### config.mk
export PLATFORM = sky130hd
export DESIGN_NAME = freq_meas_scheduler_flat
export DESIGN_NICKNAME = d
export VERILOG_FILES = /design/src/rtl/freq_meas_pkg.sv /design/src/rtl/freq_meas_scheduler_if.sv /design/src/rtl/freq_avg_accum.sv /design/src/rtl/freq_meas_scheduler.sv /design/src/flat_wrapper.sv
export SDC_FILE = /design/constraint.sdc
export NUM_CORES = 1
export LEC_CHECK = 0
export ABC_CLOCK_PERIOD_IN_PS = 3100
export BUFFER_PORTS_ARGS = -buffer_cell sky130_fd_sc_hd__buf_2
export CAP_MARGIN = 20
export CORE_MARGIN = 1
export CORE_UTILIZATION = 59
export DETAILED_ROUTE_END_ITERATION = 6
export GPL_TIMING_DRIVEN = 0
export PLACE_DENSITY = 0.81
export SLEW_MARGIN = 20
export SYNTH_ARGS = -nofsm -noshare
export SYNTH_HDL_FRONTEND = slang
export SYNTH_SLANG_ARGS = --single-unit
### constraint.sdc
create_clock -name clk -period 3.1 [get_ports clk]
set_input_delay 0.62 -clock clk [delete_from_list [all_inputs] [get_ports clk]]
set_output_delay 0.62 -clock clk [all_outputs]
set_load 0.03 [all_outputs]
### src/rtl/freq_meas_pkg.sv
// Shared types and helpers for the round-robin frequency measurement scheduler.
// Latency: n/a (types, constants and a pure function only).
// Backpressure: n/a.
package freq_meas_pkg;

    localparam int CH_W   = 4;
    localparam int MAX_CH = 16;

    typedef enum logic [2:0] {
        IDLE,
        SELECT,
        DISCARD,
        ACCUM,
        REPORT
    } state_t;

    typedef struct packed {
        logic            timeout;
        logic [CH_W-1:0] ch;
        logic [31:0]     period;
        logic [31:0]     high;
    } res_t;

    // First set mask bit strictly after cur, wrapping over n channels; cur if none set.
    function automatic logic [CH_W-1:0] rr_next(
        input logic [MAX_CH-1:0] mask,
        input logic [CH_W-1:0]   cur,
        input int                n
    );
        logic [CH_W-1:0] pick;
        logic [CH_W-1:0] idx;
        logic            found;
        pick  = cur;
        found = 1'b0;
        for (int i = 1; i <= MAX_CH; i++) begin
            idx = CH_W'((int'(cur) + i) % n);
            if (!found && (i <= n) && mask[idx]) begin
                pick  = idx;
                found = 1'b1;
            end
        end
        return pick;
    endfunction

endpackage

### src/rtl/freq_meas_scheduler_if.sv
// Capture-unit and result buses of the frequency measurement scheduler.
// Latency: n/a (wiring only).
// Backpressure: results use valid/ready; capture side is a free-running pulse bus.
interface freq_meas_scheduler_if;

    logic                          cap_sig;
    logic                          cap_clr;
    logic                          cap_done;
    logic [31:0]                   cap_period;
    logic [31:0]                   cap_high;

    logic                          res_valid;
    logic                          res_ready;
    logic [freq_meas_pkg::CH_W-1:0] res_ch;
    logic [31:0]                   res_period;
    logic [31:0]                   res_high;
    logic                          res_timeout;

    modport master (
        output cap_sig, cap_clr, res_valid, res_ch, res_period, res_high, res_timeout,
        input  cap_done, cap_period, cap_high, res_ready
    );

    modport slave (
        input  cap_sig, cap_clr, res_valid, res_ch, res_period, res_high, res_timeout,
        output cap_done, cap_period, cap_high, res_ready
    );

endinterface

### src/rtl/freq_avg_accum.sv
// Sums 2**AVG_LOG2 period/high samples and presents the shift-divided average.
// Latency: averages are combinational on the sample that completes the set.
// Backpressure: none; the caller decides when samples are added or cleared.
module freq_avg_accum #(
    parameter int AVG_LOG2 = 2
) (
    input  logic        clk,
    input  logic        rst_n,
    input  logic        clr,
    input  logic        add,
    input  logic [31:0] period,
    input  logic [31:0] high,
    output logic        last,
    output logic [31:0] avg_period,
    output logic [31:0] avg_high
);

    localparam int SW = 32 + AVG_LOG2;
    localparam int CW = AVG_LOG2 + 1;

    logic [SW-1:0] sum_p;
    logic [SW-1:0] sum_h;
    logic [SW-1:0] sum_p_next;
    logic [SW-1:0] sum_h_next;
    logic [CW-1:0] cnt;

    assign sum_p_next = sum_p + SW'(period);
    assign sum_h_next = sum_h + SW'(high);

    // Set is complete when the sample being added is the AVG_N-th one.
    assign last       = add && (cnt == CW'((1 << AVG_LOG2) - 1));
    assign avg_period = sum_p_next[AVG_LOG2 +: 32];
    assign avg_high   = sum_h_next[AVG_LOG2 +: 32];

    always_ff @(posedge clk or negedge rst_n) begin
        if (!rst_n) begin
            sum_p <= '0;
            sum_h <= '0;
            cnt   <= '0;
        end else if (clr) begin
            sum_p <= '0;
            sum_h <= '0;
            cnt   <= '0;
        end else if (add) begin
            sum_p <= sum_p_next;
            sum_h <= sum_h_next;
            cnt   <= cnt + CW'(1);
        end
    end

endmodule

### src/rtl/freq_meas_scheduler.sv
// Round-robin time-sharing of one capture unit over N_CH inputs, averaging each channel.
// Latency: result registered 1 cycle after the last averaged cap_done (or the timeout).
// Backpressure: result held while res_ready is low; capture stays cleared until accepted.
module freq_meas_scheduler
    import freq_meas_pkg::*;
#(
    parameter int          N_CH        = 4,
    parameter int          AVG_LOG2    = 2,
    parameter int          SETTLE_CYC  = 3,
    parameter int unsigned TIMEOUT_CYC = 50000000
) (
    input  logic                   clk,
    input  logic                   rst_n,
    input  logic                   enable,
    input  logic [N_CH-1:0]        chan_mask,
    input  logic [N_CH-1:0]        sig_in,
    freq_meas_scheduler_if.master  bus,
    output logic                   busy
);

    state_t          state;
    logic [CH_W-1:0] cur_ch;
    logic [7:0]      settle_cnt;
    logic [31:0]     to_cnt;
    res_t            res;
    logic            res_valid_q;
    logic            cap_clr_q;

    logic [MAX_CH-1:0] mask_ext;
    logic [CH_W-1:0]   next_ch;
    logic              go;
    logic              meas;
    logic              to_hit;
    logic              acc_clr;
    logic              acc_add;
    logic              acc_last;
    logic [31:0]       avg_p;
    logic [31:0]       avg_h;
    logic              cap_sig_c;

    always_comb begin
        mask_ext             = '0;
        mask_ext[N_CH-1:0]   = chan_mask;
    end

    assign next_ch = rr_next(mask_ext, cur_ch, N_CH);
    assign go      = enable && (chan_mask != '0);
    assign meas    = (state == DISCARD) || (state == ACCUM);
    // A done pulse on the terminal-count cycle still counts as a live signal.
    assign to_hit  = meas && !bus.cap_done && (to_cnt == 32'(TIMEOUT_CYC - 1));
    assign acc_clr = (state == SELECT);
    assign acc_add = (state == ACCUM) && bus.cap_done;

    always_comb begin
        cap_sig_c = 1'b0;
        for (int i = 0; i < N_CH; i++) begin
            if (cur_ch == CH_W'(i)) begin
                cap_sig_c = sig_in[i];
            end
        end
    end

    freq_avg_accum #(
        .AVG_LOG2 (AVG_LOG2)
    ) u_accum (
        .clk        (clk),
        .rst_n      (rst_n),
        .clr        (acc_clr),
        .add        (acc_add),
        .period     (bus.cap_period),
        .high       (bus.cap_high),
        .last       (acc_last),
        .avg_period (avg_p),
        .avg_high   (avg_h)
    );

    always_ff @(posedge clk or negedge rst_n) begin
        if (!rst_n) begin
            state       <= IDLE;
            cur_ch      <= CH_W'(N_CH - 1);
            settle_cnt  <= '0;
            to_cnt      <= '0;
            res         <= '0;
            res_valid_q <= 1'b0;
            cap_clr_q   <= 1'b1;
            busy        <= 1'b0;
        end else begin
            case (state)
                IDLE: begin
                    if (go) begin
                        state      <= SELECT;
                        cur_ch     <= next_ch;
                        settle_cnt <= '0;
                        busy       <= 1'b1;
                    end
                end
                SELECT: begin
                    to_cnt <= '0;
                    if (settle_cnt == 8'(SETTLE_CYC - 1)) begin
                        state     <= DISCARD;
                        cap_clr_q <= 1'b0;
                    end else begin
                        settle_cnt <= settle_cnt + 8'd1;
                    end
                end
                DISCARD, ACCUM: begin
                    if (bus.cap_done) begin
                        to_cnt <= '0;
                    end else begin
                        to_cnt <= to_cnt + 32'd1;
                    end
                    if (to_hit) begin
                        res         <= '{timeout: 1'b1, ch: cur_ch, period: 32'd0, high: 32'd0};
                        res_valid_q <= 1'b1;
                        cap_clr_q   <= 1'b1;
                        state       <= REPORT;
                    end else if ((state == DISCARD) && bus.cap_done) begin
                        state <= ACCUM;
                    end else if (acc_last) begin
                        res         <= '{timeout: 1'b0, ch: cur_ch, period: avg_p, high: avg_h};
                        res_valid_q <= 1'b1;
                        cap_clr_q   <= 1'b1;
                        state       <= REPORT;
                    end
                end
                REPORT: begin
                    if (bus.res_ready) begin
                        res_valid_q <= 1'b0;
                        if (go) begin
                            state      <= SELECT;
                            cur_ch     <= next_ch;
                            settle_cnt <= '0;
                        end else begin
                            state <= IDLE;
                            busy  <= 1'b0;
                        end
                    end
                end
                default: begin
                    state     <= IDLE;
                    cap_clr_q <= 1'b1;
                    busy      <= 1'b0;
                end
            endcase
        end
    end

    assign bus.cap_sig     = cap_sig_c;
    assign bus.cap_clr     = cap_clr_q;
    assign bus.res_valid   = res_valid_q;
    assign bus.res_ch      = res.ch;
    assign bus.res_period  = res.period;
    assign bus.res_high    = res.high;
    assign bus.res_timeout = res.timeout;

endmodule
### src/flat_wrapper.sv
// flat-port wrapper written by rule: the top's interface ports become plain ports
module freq_meas_scheduler_flat import freq_meas_pkg::*;
#(
    parameter int          N_CH        = 4,
    parameter int          AVG_LOG2    = 2,
    parameter int          SETTLE_CYC  = 3,
    parameter int unsigned TIMEOUT_CYC = 50000000
)
  (clk, rst_n, enable, chan_mask, sig_in, busy, bus_cap_sig, bus_cap_clr, bus_res_valid, bus_res_ch, bus_res_period, bus_res_high, bus_res_timeout, bus_cap_done, bus_cap_period, bus_cap_high, bus_res_ready);
  freq_meas_scheduler_if bus_i ();
  input  logic clk;
  input  logic rst_n;
  input  logic enable;
  input  logic [N_CH-1:0] chan_mask;
  input  logic [N_CH-1:0] sig_in;
  output logic busy;
  output wire logic [$bits(bus_i.cap_sig)-1:0] bus_cap_sig;
  output wire logic [$bits(bus_i.cap_clr)-1:0] bus_cap_clr;
  output wire logic [$bits(bus_i.res_valid)-1:0] bus_res_valid;
  output wire logic [$bits(bus_i.res_ch)-1:0] bus_res_ch;
  output wire logic [$bits(bus_i.res_period)-1:0] bus_res_period;
  output wire logic [$bits(bus_i.res_high)-1:0] bus_res_high;
  output wire logic [$bits(bus_i.res_timeout)-1:0] bus_res_timeout;
  input wire logic [$bits(bus_i.cap_done)-1:0] bus_cap_done;
  input wire logic [$bits(bus_i.cap_period)-1:0] bus_cap_period;
  input wire logic [$bits(bus_i.cap_high)-1:0] bus_cap_high;
  input wire logic [$bits(bus_i.res_ready)-1:0] bus_res_ready;
  assign bus_cap_sig = bus_i.cap_sig;
  assign bus_cap_clr = bus_i.cap_clr;
  assign bus_res_valid = bus_i.res_valid;
  assign bus_res_ch = bus_i.res_ch;
  assign bus_res_period = bus_i.res_period;
  assign bus_res_high = bus_i.res_high;
  assign bus_res_timeout = bus_i.res_timeout;
  assign bus_i.cap_done = bus_cap_done;
  assign bus_i.cap_period = bus_cap_period;
  assign bus_i.cap_high = bus_cap_high;
  assign bus_i.res_ready = bus_res_ready;
  freq_meas_scheduler #(.N_CH(N_CH), .AVG_LOG2(AVG_LOG2), .SETTLE_CYC(SETTLE_CYC), .TIMEOUT_CYC(TIMEOUT_CYC)) u_core (.clk(clk), .rst_n(rst_n), .enable(enable), .chan_mask(chan_mask), .sig_in(sig_in), .bus(bus_i), .busy(busy));
endmodule
==> results.yml, run 1 <==
clock_tree:
  cts.sinks: 186
  postCtsHoldBufs: 0
  cts_buffers: 17
  clk_pin_slew_worst_paths_ns: 0.07
  clk_latency_ns: 0.44
  cts_tree: "yes"
  h-tree-depth: 4
  cts_buffer_depth: 2
  cts-root-buf: "clkbuf_16"
global_route:
  antenna_found_initial: 0
  grt_first_pass_wirelength_um: 48530
  grt-ovfl-total: 0
  grt_pass1_vias: 9754
  grt_max_degree: 100
  track_usage: 0.3139
place:
  placed_cells: 1604
  dpl_worst_slack_ns: -0.3922
  place_hpwl_um: 21440
  post_dp_cell_area_um2: 12270
  port_buffers: 147
  finalWeightedCongestion: 0.9308
sta:
  rsz0062_at_grt: "yes"
  fin_tns_setup_ns: 0
  fin_skew_ns: 0.01190
  tightest_slew_ns: 0.8562
  max_freq_ghz: 0.3392
  drv_slew: 0
  setup_viol: 0
  period_minus_slack_ns: 2.948
  final-hold-violation-count: 0
  slew_headroom: 0.4292
  period_share: 0.9510
  timing.final.ws_setup_ns: 0.1520
routing:
  drt-total-wl_um: 29400
  drt_iter0_markers: 635
  vias: 9994
  dr.pass1.iters: 6
  via_per_inst: 6.116
  drc: 0
  wire_per_inst_um: 17.99
  antenna_left: 0
setup_path:
  r2r-end: "u_core.u_accum.sum_h[33]$_DFFE_PN0P_"
  endpoint: "u_core.u_accum.sum_h[33]$_DFFE_PN0P_"
  ff2ff_setup_slack_ns: 0.15
  cp_data_required_time_ns: 3.40
  crit_buf_inv: 1
  path_delay_family: "compound AO/OA/AOI/OAI gates"
  max_stage_delay_ns: 0.39
  critical_path_depth: 11
  r2r-start: "u_core.u_accum.sum_h[11]$_DFFE_PN0P_"
  worstSetupEndpointType: "flop"
  arrival_ns: 3.25
  worst-setup-path-type: "reg -> reg"
  crit_chain: "ha_1 -> clkbuf_1 -> nand2_1 -> or3_1 -> a211oi_1 -> a211oi_2 -> a21oi_2 -> a211o_1 -> a21oi_1 -> o21ai_0 -> o31ai_1"
  slowest_stage: "dfrtp_1"
  startpoint: "u_core.u_accum.sum_h[11]$_DFFE_PN0P_"
  cp_max_fo: 7
  setup.worst_path.start_class: "flop"
  r2r_cells: 11
yosys:
  synth_area_um2: 11200
  async_flop_share: 1.000
  synthTopCellsByArea: "dfrtp_1 (41%), ha_1 (8.2%), nand2_1 (5.8%), a22o_1 (5.6%), o21ai_0 (5.5%)"
  synth_top_area_frac: 0.4089
  synth_cell_type_count: 69
  postSynthAreaPerCell_um2: 9.172
  yosysWarnings: 0
  ys_ff_latch: 186
  yosys.area.top_type: "dfrtp_1"
  seq_area_frac_synth: 0.4159
  ys.flop_type: "dfrtp_1"
  synth_edf_count: 0
  syn_inst: 1221
pwr:
  swShare: 0.4565
  power.density_nw_per_um2: 1046
  seqPwrFrac: 0.294
  p_int_w: 0.007321
  p_clk_frac: 0.164
  net-switching-power_w: 0.006151
  power_leakage_nw: 6.249
  p_comb_frac: 0.542
  peakVddDrop_uv: 529.6
finish:
  design_area_um2: 12880
  drive_gt1_frac: 0.1521
  diodes: 0
  area_delta_synth_final_pct: 15.04
  instances_no_fill: 1634
  final_net_count: 1539
outcome:
  outcome: "finished, final reports clean"
run:
  drv_cap: 0
floorplanning:
  die_height_um: 139.8
  die_w_um: 139.8
  io_pins: 150
  dieArea_um2: 19540
  start_util: 0.6007
  fp.coreArea_um2: 18640
  rows: 50
min_path:
  min_path_type: "in -> async"
area by class of cell:
type	count	area, um^2
timing repair buffer	148	773.2
multi-input combinational	949	6231
buffer	62	251.5
clock buffer	22	474.2
inverter	23	86.33
clock inverter	10	116.4
fill	1480	5759
tap	234	292.8
sequential	186	4658
logic make-up after synthesis:
family | count (synthesis) | synth area share
and+or+nand+nor | 376 | 0.1567
buffers and inverters | 87 | 0.03083
other | 1 | 0.0003348
DFF | 186 | 0.4159
adders and majority gates | 75 | 0.08513
xor gates and xnor gates | 81 | 0.06334
AOI/OAI and AO/OA | 412 | 0.2450
muxes | 3 | 0.002681
synth_stat cells (8+ instances only):
library cell / count
xnor2_1: 40
inv_1: 23
o21a_1: 13
xor2_1: 41
and3_1: 23
and2_1: 8
a22o_1: 72
ha_1: 73
nand2_1: 173
nor2b_1: 13
clkbuf_1: 51
buf_2: 8
or3_1: 9
nor2_1: 72
a21oi_1: 74
nand3_1: 22
a31oi_1: 15
a21o_1: 35
o21ai_0: 122
o21ai_1: 8
nand4_1: 20
o22ai_1: 14
dfrtp_1: 183
o31ai_1: 8
sequential cells by signal, summed over array words and instances (netlist names):
register and count:
u_core.u_accum.cnt 3, u_core.bus.res_valid 1, u_core.bus.res_period 32, u_core.bus.res_ch 2, u_core.to_cnt 32, u_core.bus.res_high 32
u_core.bus.cap_clr 1, u_core.u_accum.sum_h 34, u_core.state 3, u_core.bus.res_timeout 1, u_core.cur_ch 2, u_core.busy 1
u_core.settle_cnt 8, u_core.u_accum.sum_p 34
stage by stage:
step / util / hold slack, ns / power (W)
after CTS: 0.6898 / 0.2071 / 0.01337
after detailed placement: 0.6581 / 0.4719 / 0.01112
after global routing: 0.6911 / 0.2316 / 0.01439
final: 0.6911 / 0.1653 / 0.01347
after floorplan: - / 0.3244 / 0.009265
after global placement: 0.6561 / 0.4582 / 0.01090
cell usage in the layout (no fill, tap or decap), types with 6 or more instances in the layout:
| cell type | instances |
|---|---|
| a211oi_1 | 6 |
| a21o_1 | 35 |
| a21oi_1 | 74 |
| a22o_1 | 72 |
| a31oi_1 | 14 |
| and2_1 | 8 |
| and3_1 | 23 |
| buf_2 | 154 |
| clkbuf_1 | 51 |
| clkbuf_16 | 17 |
| dfrtp_1 | 183 |
| ha_1 | 73 |
| inv_1 | 23 |
| nand2_1 | 173 |
| nand2b_1 | 6 |
| nand3_1 | 22 |
| nand4_1 | 20 |
| nor2_1 | 72 |
| nor2b_1 | 13 |
| o21a_1 | 13 |
| o21ai_0 | 120 |
| o21ai_1 | 8 |
| o22ai_1 | 14 |
| o2bb2ai_1 | 6 |
| o31ai_1 | 8 |
| or3_1 | 9 |
| xnor2_1 | 40 |
| xor2_1 | 41 |
routing by layer:
layer | up-vias | part of all wire | track usage
met2 | 331 | 0.47 | 0.5087
met3 | 67 | 0.065 | 0.05024
li1 | 4766 | - | -
met4 | 0 | 0.029 | 0.1215
met1 | 4830 | 0.44 | 0.4232
met5 | - | 0 | 0
repair_timing:
action                     CTS  global route
gates resized for setup      1             7
setup buffers                0             0
setup endpoints to repair    2            11
gates cloned                 0             0
worst min path at each step:
stage / startpoint / end / slack, ns / cells after the start
after global placement: u_core.bus.res_timeout$_DFFE_PN0P_ / u_core.bus.res_timeout$_DFFE_PN0P_ / 0.46 / 1
final: rst_n / u_core.u_accum.sum_p[27]$_DFFE_PN0P_ / 0.17 / 1
after CTS: rst_n / u_core.u_accum.sum_p[27]$_DFFE_PN0P_ / 0.21 / 1
after detailed placement: u_core.u_accum.cnt[2]$_DFFE_PN0P_ / u_core.u_accum.cnt[2]$_DFFE_PN0P_ / 0.47 / 2
after global routing: rst_n / u_core.u_accum.sum_p[27]$_DFFE_PN0P_ / 0.23 / 1
after floorplan: rst_n / u_core.bus.res_ch[0]$_DFFE_PN0P_ / 0.32 / 0
power groups by stage:
stage / registers [W] / clock network [W] / logic [W]
2_1_floorplan: 0.00465 / 0 / 0.00462
3_3_place_gp: 0.00393 / 0 / 0.00697
3_5_place_dp: 0.00396 / 0 / 0.00716
4_1_cts: 0.00394 / 0.00222 / 0.00721
5_1_grt: 0.00405 / 0.00231 / 0.00803
6_report: 0.00396 / 0.00221 / 0.00730
Power figures use the tool's default switching activity.
==> run 2, diff against run 1 <==
--- a/config.mk
+++ b/config.mk
@@ -6,13 +6,13 @@
 export NUM_CORES = 1
 export LEC_CHECK = 0
 export ABC_CLOCK_PERIOD_IN_PS = 3100
-export BUFFER_PORTS_ARGS = -buffer_cell sky130_fd_sc_hd__buf_2
-export CAP_MARGIN = 20
 export CORE_MARGIN = 1
-export CORE_UTILIZATION = 59
+export CORE_UTILIZATION = 63
 export DETAILED_ROUTE_END_ITERATION = 6
+export DONT_BUFFER_PORTS = 1
 export GPL_TIMING_DRIVEN = 0
-export PLACE_DENSITY = 0.81
+export HOLD_SLACK_MARGIN = 0.15
+export PLACE_DENSITY = 0.79
 export SLEW_MARGIN = 20
 export SYNTH_ARGS = -nofsm -noshare
 export SYNTH_HDL_FRONTEND = slang
==> run 2 against run 1 <==
The run now ends with negative hold slack left; first-iteration DRC count up 12%; wire length down 2.2%; critical path depth down 3; via count down 5.5%; final cell count down 9.5%; flip-flop and latch count unchanged; maximum frequency up 1.3%.
==> results.yml, run 2 (synthesized netlist as in run 1, its figures left out) <==
outcome:
  outcome: "finished with violations"
  failed_checks: "negative hold slack"
pwr:
  power.density_nw_per_um2: 1078
  p_int_w: 0.007115
  p_clk_frac: 0.176
  p_comb_frac: 0.453
  power_leakage_nw: 5.609
  seqPwrFrac: 0.371
  swShare: 0.4559
  net-switching-power_w: 0.005962
  peakVddDrop_uv: 749.7
  power.total_w: 0.01308
sta:
  period_minus_slack_ns: 2.910
  drv_slew: 0
  period_share: 0.9387
  final-hold-violation-count: 183
  max_freq_ghz: 0.3436
  tightest_slew_ns: 0.8861
  fin_skew_ns: 0.01158
  slew_headroom: 0.4092
  setup_viol: 0
  hold_ws_ns: -0.1297
global_route:
  grt_max_degree: 187
  grt_pass1_vias: 9057
  track_usage: 0.3227
  grt_first_pass_wirelength_um: 46000
  antenna_found_initial: 0
  grt-ovfl-total: 0
setup_path:
  cp_data_required_time_ns: 3.45
  r2r-start: "u_core.state[2]$_DFFE_PN0P_"
  worst-setup-path-type: "reg -> reg"
  setup.worst_path.start_class: "flop"
  slowest_stage: "buf_1"
  max_stage_delay_ns: 0.71
  crit_chain: "buf_2 -> and2b_1 -> and3_1 -> and2_1 -> clkbuf_1 -> buf_1 -> nand2_1 -> o21ai_0"
  arrival_ns: 3.26
  cp_max_fo: 10
  worstSetupEndpointType: "flop"
  startpoint: "u_core.state[2]$_DFFE_PN0P_"
  r2r_cells: 8
routing:
  drt-total-wl_um: 28760
  antenna_left: 0
  wire_per_inst_um: 19.46
  drc: 0
  drt_iter0_markers: 713
  via_per_inst: 6.387
  vias: 9440
  dr.pass1.iters: 5
place:
  place_hpwl_um: 20420
  post_dp_cell_area_um2: 11480
  port_buffers: 0
  finalWeightedCongestion: 0.9199
finish:
  diodes: 0
  area_delta_synth_final_pct: 8.300
  largestRegisters: "u_core.u_accum.sum_h x34, u_core.u_accum.sum_p x34"
  final_cell_mix: "dfrtp_1 (183), nand2_1 (173), o21ai_0 (120)"
  post-route-util: 0.6988
  final_net_count: 1392
  final_common_cell: "dfrtp_1"
  design_area_um2: 12130
  drive_gt1_frac: 0.04948
floorplanning:
  dieArea_um2: 18310
  fp.coreArea_um2: 17360
  rows: 48
  io_pins: 150
  die_height_um: 135.3
  start_util: 0.6453
  die_w_um: 135.3
clock_tree:
  cts_setup_buffers: 0
  cts_tree: "yes"
  cts_buffers: 17
  clk_pin_slew_worst_paths_ns: 0.07
  cts-root-buf: "clkbuf_16"
  cts.sinks: 186
  cts_buffer_depth: 2
  clk_latency_ns: 0.44
  h-tree-depth: 4
min_path:
  min_path_type: "in -> async"
run:
  drv_cap: 0
run 2: through the flow:
stage                     std cells  setup TNS [ns]  worst slack (ns)
after floorplan                1222               0            0.3069
after global placement         1447         -0.8096           -0.3181
after detailed placement       1447         -0.8079           -0.3078
after CTS                      1479               0           0.05479
after global routing           1478       -0.009209         -0.009209
final                          1478               0            0.1899
run 2: timing repair:
action | CTS | global route
endpoints found under the hold margin | 186 | 186
setup endpoints to repair | 3 | 22
pin swaps | 0 | 0
gates resized for setup | 2 | 6
run 2: power by group through the flow:
stage | clock network [W] | registers [W] | logic [W]
after floorplan | 0 | 0.00465 | 0.00462
after global placement | 0 | 0.00483 | 0.00561
after detailed placement | 0 | 0.00487 | 0.00575
after CTS | 0.00231 | 0.00483 | 0.00584
after global routing | 0.00242 | 0.00496 | 0.00658
final | 0.00231 | 0.00485 | 0.00592
run 2: path summary, 6_finish.rpt:
| check | end | slack (ns) |
|---|---|---|
| worst max register to register | u_core.bus.res_period[23]$_DFFE_PN0P_ | 0.19 |
| min in group clk | u_core.state[2]$_DFFE_PN0P_ | 0.29 |
| worst max-delay path | u_core.bus.res_period[23]$_DFFE_PN0P_ | 0.19 |
| max in group asynchronous | u_core.cur_ch[1]$_DFFE_PN1P_ | 2.88 |
| worst min-delay path | u_core.u_accum.sum_p[27]$_DFFE_PN0P_ | -0.13 |
| worst min register to register | u_core.u_accum.sum_h[8]$_DFFE_PN0P_ | 0.49 |
run 2: worst max-delay path, delay by kind of cell, from the launching register on:
| family | cells | cell delay, ns |
|---|---|---|
| buf+inv | 3 | 1.43 |
| simple gates | 4 | 0.90 |
| flops | 1 | 0.36 |
| compound gates | 1 | 0.13 |
run 2: cell type report:
type                    instances  area [um^2]
multi-input cells             949         6228
fillers                      1354         5228
flip-flops and latches        186         4658
clock buffers                  27        513.0
well taps                     225        281.5
plain buffers                  63        255.2
clock inverters                 5        106.4
inverters                      23        86.33
run 2: metal layers:
layer  up-vias  routed length [um]  global-route usage
met1      4556               12540              0.4320
met3        48                2279             0.07520
li1       4487                   -                   -
met2       349               13230              0.5105
met5         -                   0                   0
met4         0                 716              0.1192
==> run 3, diff against run 2 <==
--- a/config.mk
+++ b/config.mk
@@ -10,7 +10,6 @@
 export CORE_UTILIZATION = 63
 export DETAILED_ROUTE_END_ITERATION = 6
 export DONT_BUFFER_PORTS = 1
-export GPL_TIMING_DRIVEN = 0
 export HOLD_SLACK_MARGIN = 0.15
 export PLACE_DENSITY = 0.79
 export SLEW_MARGIN = 20
==> run 3 against run 2 <==
Flip-flop and latch count is the same; sequential share of layout area up 0.38 points; critical path depth is 2 higher; via count decreased by 2.7%; wire length down 5.4%; worst setup slack improved by 0.0092 ns; final area decreased by 0.97%; the flow still finishes with violations (negative hold slack); first-iteration DRC count fell by 4.9%; clock power down 8%; largest power group unchanged; highest routed layer unchanged; largest cell class unchanged; final cell count shrank 2.8%.
==> results.yml, run 3 (synthesized netlist as in run 1, its figures left out) <==
setup_path:
  crit_chain: "ha_1 -> a21o_1 -> nand4_1 -> a211oi_1 -> o21bai_1 -> a211o_1 -> a31oi_1 -> mux2i_1 -> o2111ai_1 -> a22o_1"
  worstSetupEndpointType: "flop"
  cp_data_required_time_ns: 3.42
  path_delay_family: "compound AO/OA/AOI/OAI gates"
  cp_max_fo: 3
  max_stage_delay_ns: 0.41
  setup.worst_path.start_class: "flop"
  worst-setup-path-type: "reg -> reg"
  slowest_stage: "dfrtp_1"
  arrival_ns: 3.22
  ff2ff_setup_slack_ns: 0.20
  crit_buf_inv: 0
place:
  finalWeightedCongestion: 0.9301
  port_buffers: 0
  dpl_worst_slack_ns: 0.006366
  post_dp_cell_area_um2: 11410
  place_hpwl_um: 18690
  placed_cells: 1403
floorplanning:
  dieArea_um2: 18310
  rows: 48
  start_util: 0.6453
  die_height_um: 135.3
  io_pins: 150
  fp.coreArea_um2: 17360
  die_w_um: 135.3
global_route:
  grt_max_degree: 187
  antenna_found_initial: 0
  grt_first_pass_wirelength_um: 44740
  track_usage: 0.3064
  grt_pass1_vias: 8946
  grt-ovfl-total: 0
clock_tree:
  clk_pin_slew_worst_paths_ns: 0.07
  cts-root-buf: "clkbuf_16"
  cts.sinks: 186
  cts_buffers: 17
  cts_tree: "yes"
  cts_setup_buffers: 0
  clk_latency_ns: 0.43
  h-tree-depth: 4
  cts_buffer_depth: 2
finish:
  final-seq-area_um2: 4658
  final_cell_mix: "dfrtp_1 (183), nand2_1 (172), o21ai_0 (122)"
  final_common_cell: "dfrtp_1"
  area_delta_synth_final_pct: 7.250
  drive_gt1_frac: 0.06441
  largestRegisters: "u_core.u_accum.sum_h x34, u_core.u_accum.sum_p x34"
  final_net_count: 1350
  multiInputGateArea_um2: 6232
  instances_no_fill: 1436
  design_area_um2: 12010
  diodes: 0
  fillers: 1338
sta:
  drv_slew: 0
  period_minus_slack_ns: 2.901
  final-hold-violation-count: 179
  slew_headroom: 0.2486
  rsz0062_at_grt: "no"
  period_share: 0.9358
  fin_skew_ns: 0.01372
  hold_ws_ns: -0.1200
  tightest_slew_ns: 1.124
  fin_tns_setup_ns: 0
  setup_viol: 0
  timing.final.ws_setup_ns: 0.1991
  max_freq_ghz: 0.3447
pwr:
  power_leakage_nw: 5.603
  power.density_nw_per_um2: 1076
  peakVddDrop_uv: 568.0
routing:
  drt_iter0_markers: 678
  vias: 9187
  via_per_inst: 6.398
  antenna_left: 0
  dr.pass1.iters: 5
  drt-total-wl_um: 27220
  wire_per_inst_um: 18.95
  drc: 0
outcome:
  failed_checks: "negative hold slack"
  outcome: "finished with violations"
run:
  drv_cap: 0
min_path:
  min_path_type: "in -> async"
==> run 3: stage by stage <==
step / hold slack (ns) / util / power [W]
global route: -0.1345 / 0.6920 / 0.01381
floorplan: 0.3244 / - / 0.009265
CTS: -0.1310 / 0.6905 / 0.01284
finish: -0.1200 / 0.6920 / 0.01292
global placement: 0.3282 / 0.6577 / 0.01046
detailed placement: 0.3280 / 0.6577 / 0.01065
==> run 3: layer usage <==
layer | track usage | wire length, um | up-vias
met4 | 0.09426 | 552 | 0
li1 | - | - | 4370
met5 | 0 | 0 | -
met3 | 0.05350 | 1627 | 45
met1 | 0.4112 | 12180 | 4458
met2 | 0.5060 | 12860 | 314
==> run 3: final timing paths <==
| kind | startpoint | end | cells past startpoint |
|---|---|---|---|
| hold / removal | rst_n | u_core.bus.res_period[25]$_DFFE_PN0P_ | 0 |
| hold reg to reg | u_core.u_accum.sum_p[24]$_DFFE_PN0P_ | u_core.u_accum.sum_p[24]$_DFFE_PN0P_ | 2 |
| setup / recovery | u_core.u_accum.sum_h[1]$_DFFE_PN0P_ | u_core.bus.res_high[29]$_DFFE_PN0P_ | 10 |
| setup reg to reg | u_core.u_accum.sum_h[1]$_DFFE_PN0P_ | u_core.bus.res_high[29]$_DFFE_PN0P_ | 10 |
| max in group asynchronous | rst_n | u_core.u_accum.sum_h[32]$_DFFE_PN0P_ | 0 |
| min in group clk | bus_res_ready | u_core.state[2]$_DFFE_PN0P_ | 1 |
==> run 3: final cells by class <==
| type | count | share of cell area |
|---|---|---|
| Sequential cell | 186 | 0.3878 |
| Multi-Input combinational cell | 949 | 0.5189 |
| Timing Repair Buffer | 21 | 0.01521 |
| Clock buffer | 20 | 0.03802 |
| Inverter | 23 | 0.007188 |
| Tap cell | 225 | 0.02344 |
| Clock inverter | 12 | 0.009479 |
==> run 3: report_power, final <==
| group | total (W) | switching [W] | internal [W] |
|---|---|---|---|
| registers | 0.00487 | 0.00154 | 0.00334 |
| clock network | 0.00213 | 0.000969 | 0.00116 |
| logic | 0.00592 | 0.00342 | 0.00249 |
| total | 0.0129 | 0.00593 | 0.00699 |
==> run 3: what timing repair did <==
item,4_1_cts,5_1_grt
endpoints found under the setup margin,0,2
resized for setup,0,1
endpoints found under the hold margin,186,186
